===== src/rtl/video_timing_gen.sv =====
`default_nettype none
// ============================================================================
// Module   : video_timing_gen
// Brief    : Runtime-reconfigurable raster timing generator with shadowed
//            timing that is swapped in only at frame boundaries.
// Revision : 1.0
// ============================================================================
module video_timing_gen #(
  parameter int HW       = 12,
  parameter int VW       = 11,
  parameter int FCW      = 8,
  parameter int H_ACTIVE = 800,
  parameter int H_FP     = 24,
  parameter int H_SYNC   = 72,
  parameter int H_BP     = 128,
  parameter int V_ACTIVE = 600,
  parameter int V_FP     = 1,
  parameter int V_SYNC   = 2,
  parameter int V_BP     = 22,
  parameter bit HS_POL   = 1'b0,
  parameter bit VS_POL   = 1'b0
) (
  input  logic            clk_vid,
  input  logic            reset_n,
  input  logic            ce_pix,
  input  logic            cfg_wr,
  input  logic [4*HW-1:0] cfg_h,
  input  logic [4*VW-1:0] cfg_v,
  output logic            cfg_pending,
  output logic            cfg_err,
  output logic            hsync,
  output logic            vsync,
  output logic            hblank,
  output logic            vblank,
  output logic            de,
  output logic [HW-1:0]   hpos,
  output logic [VW-1:0]   vpos,
  output logic            line_start,
  output logic            frame_start,
  output logic [FCW-1:0]  frame_cnt
);

  localparam logic [4*HW-1:0] c_CFG_H_DEF = {HW'(H_BP), HW'(H_SYNC), HW'(H_FP), HW'(H_ACTIVE)};
  localparam logic [4*VW-1:0] c_CFG_V_DEF = {VW'(V_BP), VW'(V_SYNC), VW'(V_FP), VW'(V_ACTIVE)};
  localparam logic [HW+1:0]   c_H_LIM     = {2'b01, {HW{1'b0}}};
  localparam logic [VW+1:0]   c_V_LIM     = {2'b01, {VW{1'b0}}};

  // Totals carry two extra bits so four maximal fields cannot overflow.
  function automatic logic [HW+1:0] h_total(input logic [4*HW-1:0] c);
    h_total = {2'b00, c[HW-1:0]} + {2'b00, c[2*HW-1:HW]}
            + {2'b00, c[3*HW-1:2*HW]} + {2'b00, c[4*HW-1:3*HW]};
  endfunction

  function automatic logic [VW+1:0] v_total(input logic [4*VW-1:0] c);
    v_total = {2'b00, c[VW-1:0]} + {2'b00, c[2*VW-1:VW]}
            + {2'b00, c[3*VW-1:2*VW]} + {2'b00, c[4*VW-1:3*VW]};
  endfunction

  logic [4*HW-1:0] r_act_h, r_shd_h, w_nxt_h;
  logic [4*VW-1:0] r_act_v, r_shd_v, w_nxt_v;
  logic [HW+1:0]   w_ht, w_new_ht, w_hx, w_ha, w_hs_lo, w_hs_hi;
  logic [VW+1:0]   w_vt, w_new_vt, w_vx, w_va, w_vs_lo, w_vs_hi;
  logic [HW-1:0]   w_nxt_hpos;
  logic [VW-1:0]   w_nxt_vpos;
  logic            w_h_last, w_v_last, w_wrap, w_cfg_ok;
  logic            w_hb, w_vb, w_hs_act, w_vs_act;

  assign w_ht     = h_total(r_act_h);
  assign w_vt     = v_total(r_act_v);
  assign w_new_ht = h_total(cfg_h);
  assign w_new_vt = v_total(cfg_v);

  assign w_cfg_ok = (|cfg_h[HW-1:0]) && (|cfg_h[3*HW-1:2*HW]) &&
                    (|cfg_v[VW-1:0]) && (|cfg_v[3*VW-1:2*VW]) &&
                    (w_new_ht <= c_H_LIM) && (w_new_vt <= c_V_LIM);

  assign w_h_last   = ({2'b00, hpos} == (w_ht - (HW+2)'(1)));
  assign w_v_last   = ({2'b00, vpos} == (w_vt - (VW+2)'(1)));
  assign w_wrap     = ce_pix && w_h_last && w_v_last;
  assign w_nxt_hpos = w_h_last ? '0 : hpos + HW'(1);
  assign w_nxt_vpos = w_h_last ? (w_v_last ? '0 : vpos + VW'(1)) : vpos;

  // Timing used to decode the coordinates the counters are about to take.
  assign w_nxt_h = (w_wrap && cfg_pending) ? r_shd_h : r_act_h;
  assign w_nxt_v = (w_wrap && cfg_pending) ? r_shd_v : r_act_v;

  assign w_hx     = {2'b00, w_nxt_hpos};
  assign w_ha     = {2'b00, w_nxt_h[HW-1:0]};
  assign w_hs_lo  = w_ha + {2'b00, w_nxt_h[2*HW-1:HW]};
  assign w_hs_hi  = w_hs_lo + {2'b00, w_nxt_h[3*HW-1:2*HW]};
  assign w_hb     = (w_hx >= w_ha);
  assign w_hs_act = (w_hx >= w_hs_lo) && (w_hx < w_hs_hi);

  assign w_vx     = {2'b00, w_nxt_vpos};
  assign w_va     = {2'b00, w_nxt_v[VW-1:0]};
  assign w_vs_lo  = w_va + {2'b00, w_nxt_v[2*VW-1:VW]};
  assign w_vs_hi  = w_vs_lo + {2'b00, w_nxt_v[3*VW-1:2*VW]};
  assign w_vb     = (w_vx >= w_va);
  assign w_vs_act = (w_vx >= w_vs_lo) && (w_vx < w_vs_hi);

  always_ff @(posedge clk_vid or negedge reset_n) begin
    if (!reset_n) begin
      r_act_h     <= c_CFG_H_DEF;
      r_act_v     <= c_CFG_V_DEF;
      r_shd_h     <= c_CFG_H_DEF;
      r_shd_v     <= c_CFG_V_DEF;
      cfg_pending <= 1'b0;
      cfg_err     <= 1'b0;
      frame_cnt   <= '0;
      hpos        <= '0;
      vpos        <= '0;
      hsync       <= ~HS_POL;
      vsync       <= ~VS_POL;
      hblank      <= 1'b0;
      vblank      <= 1'b0;
      de          <= 1'b1;
      line_start  <= 1'b1;
      frame_start <= 1'b1;
    end else begin
      r_act_h <= w_nxt_h;
      r_act_v <= w_nxt_v;
      if (w_wrap) begin
        frame_cnt   <= frame_cnt + FCW'(1);
        cfg_pending <= 1'b0;
      end
      // A write on the wrap cycle lands after the transfer, so it stays pending.
      if (cfg_wr) begin
        if (w_cfg_ok) begin
          r_shd_h     <= cfg_h;
          r_shd_v     <= cfg_v;
          cfg_pending <= 1'b1;
          cfg_err     <= 1'b0;
        end else begin
          cfg_err <= 1'b1;
        end
      end
      if (ce_pix) begin
        hpos        <= w_nxt_hpos;
        vpos        <= w_nxt_vpos;
        hblank      <= w_hb;
        vblank      <= w_vb;
        de          <= !w_hb && !w_vb;
        hsync       <= w_hs_act ? HS_POL : ~HS_POL;
        vsync       <= w_vs_act ? VS_POL : ~VS_POL;
        line_start  <= (w_nxt_hpos == '0);
        frame_start <= (w_nxt_hpos == '0) && (w_nxt_vpos == '0);
      end
    end
  end

endmodule
`default_nettype wire


===== config.mk =====
export PLATFORM = sky130hd
export DESIGN_NAME = video_timing_gen
export DESIGN_NICKNAME = d
export VERILOG_FILES = /design/src/rtl/video_timing_gen.sv
export SDC_FILE = /design/constraint.sdc
export NUM_CORES = 1
export LEC_CHECK = 0
export CAP_MARGIN = 20
export CORE_UTILIZATION = 35
export CTS_BUF_LIST = sky130_fd_sc_hd__clkbuf_16
export CTS_CLUSTER_DIAMETER = 80
export DETAILED_ROUTE_END_ITERATION = 8
export PLACE_DENSITY_LB_ADDON = 0.3
export SYNTH_ARGS = -nofsm -noshare
export SYNTH_HDL_FRONTEND = slang
export SYNTH_SLANG_ARGS = --single-unit

===== constraint.sdc =====
create_clock -name clk_vid -period 8.6 [get_ports clk_vid]
set_input_delay 1.29 -clock clk_vid [delete_from_list [all_inputs] [get_ports clk_vid]]
set_output_delay 1.29 -clock clk_vid [all_outputs]
set_load 0.05 [all_outputs]

==> flow_summary_export.csv <==
group,metric,value,unit
outcome,status,"finished with violations",
outcome,failed_checks,"negative setup slack",
finish,drive_gt1_share,19.7,%
clocking,htree_num_levels,1,
worst_setup_path,cp-startpoint,"r_act_h[9]$_DFF_PN1_",
finish,fillers,4893,
worst_hold_path,min_to,"r_act_v[35]$_DFFE_PN1N_",
floorplanning,core-area,0.0503,mm^2
placement,place_area,0.0207,mm^2
clocking,cts_sinks,224,
floorplanning,rows,82,
route,vias_per_cell,5.15,
route,wirelength,53400,um
worst_setup_path,endpoint_kind,"register",
synthesis,async_flop_share,100,%
timing,clock_skew,0.0167,ns
finish,diodes,0,
timing,worst_slack,-0.0439,ns
route,drtAntennaViolNets,0,
floorplanning,die_width,228,um
clocking,hold_buffers,0,
synthesis,ys_types,82,
global_routing,grt_max_degree,97,
clocking,cts_tree,"done",
worst_setup_path,crit_arrival,9.14,ns
worst_setup_path,r2r_cells,37,
route,drc_errors,0,
worst_setup_path,worstPathRequired,9.10,ns
route,via_count,14200,
finish,final_common_cell,"nand2_1",
floorplanning,fp.dieH,228,um
worst_setup_path,cpMaxStageDelayCell,"or4_1",
worst_hold_path,hold_start,"r_shd_v[35]$_DFFE_PN1P_",
timing,maxSlewViolCount,0,
timing,tightest_slew,0.957,ns
finish,finish.net_count,2444,
worst_setup_path,max_stage_delay,0.57,ns
global_routing,grt.overflow.total,0,
synthesis,syn-num-nets,2203,
placement,place_ws,-0.182,ns
floorplanning,die_area,0.0520,mm^2
timing,worst_hold_slack,0.462,ns
route,firstDrtPassIters,5,
power,power_density,178,mW/mm^2
floorplanning,num_io_pins,136,
synthesis,ys_warn_count,0,
timing,max_freq,116,MHz
timing,relSlewSlack,36.2,%
placement,hpwlAfterDp,42400,um
clocking,insertion_delay,0.58,ns
power,vdd_ir_drop_max,193,uV
global_routing,antenna_found_initial,0,
synthesis,avgSynthCellArea,9.82,um^2
synthesis,ys_ff_latch,224,
timing,setup_viol,1,
run,drv_cap,0,
clocking,root_buffer,"clkbuf_16",
timing,finalHoldViolCount,0,
clocking,clkSlewWorstSetupHoldPaths,0.06,ns
power,power_leakage,10.3,nW
global_routing,grt_pass1_vias,14700,
synthesis,netlist_area,0.0179,mm^2
clocking,cts_buffers,30,
worst_hold_path,hold_path.class,"reg2reg",
synthesis,ys.flop_type,"dfrtp_1",
placement,gp_congestion,0.893,
global_routing,grt_pass1_wl,82900,um
finish,syn_to_final_growth,24.1,%
timing,rsz0062_at_grt,"yes",
worst_setup_path,reg2reg_slack,-0.04,ns
timing,finalCriticalPeriod,8.64,ns
synthesis,ys_seq_area_share,31.6,%
synthesis,synth_edf_count,0,
synthesis,synth_cells,1821,
finish,final_cell_mix,"nand2_1, dfrtp_1, inv_1",
clocking,clock_path_buffers,3,
worst_setup_path,critPathKind,"reg2reg",
placement,port_buffers,135,
worst_setup_path,r2r-end,"vsync$_DFFE_PN1P_",
global_routing,track_usage,20.3,%
floorplanning,start_util,35.6,%
worst_setup_path,start_kind,"register",
finish,stdcell_area,0.0222,mm^2
worst_hold_path,holdPathStages,2,
worst_setup_path,path_max_fanout,25,
power,total_power,3.96,mW
route,avgRoutedWirePerCell,19.4,um
worst_setup_path,timing.rr.start,"r_act_h[9]$_DFF_PN1_",
timing,period_share,101,%
route,first_iter_violations,852,
## layer usage
layer	GRT usage (%)	part of all wire, %
met2	36.8	51
met5	0	0
met1	25.3	43
met4	5.68	3.1
met3	2.23	3.4
## synthesized netlist by cell type (38+ instances only)
cell type / count / area, um^2
a21o_1: 49 / 368
a21oi_1: 92 / 460
dfrtp_1: 185 / 4630
dfstp_2: 39 / 1020
fa_1: 92 / 1840
ha_1: 194 / 2430
inv_1: 184 / 691
mux2_2: 109 / 1230
nand2_1: 195 / 732
nand3_1: 41 / 205
nor2_1: 94 / 353
o21ai_0: 77 / 385
xnor2_1: 72 / 631
xor2_1: 38 / 333
## where the power goes
part | switching, mW | internal (mW) | total [mW]
Clock | 0.520 | 0.719 | 1.24
Sequential | 0.221 | 1.32 | 1.54
Combinational | 0.599 | 0.578 | 1.18
Total | 1.34 | 2.62 | 3.96
## critical path: cells and delay by family, from the launching register on
kind,cells,cell delay [ns]
XOR/XNOR,2,0.33
flip-flops,1,0.52
AO/OA/AOI/OAI,12,1.77
buffers and inverters,4,0.50
AND/OR/NAND/NOR,10,2.64
adder cells (fa/ha/maj),7,2.38
multiplexers,2,0.43
## through the flow
stage          setup TNS [ns]  instances  utilization, %
4_1_cts               -0.0164       2745            43.4
6_report              -0.0439       2757            44.2
3_5_place_dp           -0.354       2685            41.2
5_1_grt                -0.807       2757            44.2
2_1_floorplan               0       1821               -
3_3_place_gp                0       2685            41.2
## repair_timing
action / 4_1_cts / 5_1_grt
pin swaps: 6 / 24
buffers inserted: 4 / 10
gates cloned: 1 / 2
setup endpoints to repair: 2 / 2
gates resized for setup: 14 / 67
## worst max-delay path by stage
stage | endpoint | slack (ns) | cells past startpoint
after detailed placement | hsync$_DFFE_PN1P_ | -0.18 | 37
after global routing | vsync$_DFFE_PN1P_ | -0.54 | 39
after floorplan | vsync$_DFFE_PN1P_ | 0.04 | 39
final | vsync$_DFFE_PN1P_ | -0.04 | 37
after global placement | vsync$_DFFE_PN1P_ | 0.05 | 35
after CTS | hsync$_DFFE_PN1P_ | -0.02 | 38
## cell families after synthesis
| kind of cell | Yosys count | synth area share, % |
|---|---|---|
| AO/OA/AOI/OAI | 345 | 12.4 |
| XOR/XNOR | 113 | 5.66 |
| adder cells (fa/ha/maj) | 288 | 24.0 |
| buffers and inverters | 236 | 5.31 |
| flip-flops | 224 | 31.6 |
| multiplexers | 121 | 7.54 |
| AND/OR/NAND/NOR | 494 | 13.5 |
## flip-flops by register name, summed over array words and instances (netlist names)
| signal | count |
|---|---|
| hblank | 1 |
| cfg_err | 1 |
| vblank | 1 |
| r_shd_h | 48 |
| de | 1 |
| frame_start | 1 |
| frame_cnt | 8 |
| r_act_v | 44 |
| r_shd_v | 44 |
| hsync | 1 |
| hpos | 12 |
| r_act_h | 48 |
| line_start | 1 |
| cfg_pending | 1 |
| vsync | 1 |
| vpos | 11 |
## final cells by class
type                    instances  area (um^2)  area share [%]
multi-input cells            1361        11600            52.3
clock inverters                24          198           0.890
repair buffers                261         2430            10.9
inverters                     184          691            3.11
flip-flops and latches        224         5650            25.5
clock buffers                  31          776            3.49
well taps                     672          841            3.79
(Power assumes the default switching activity.)
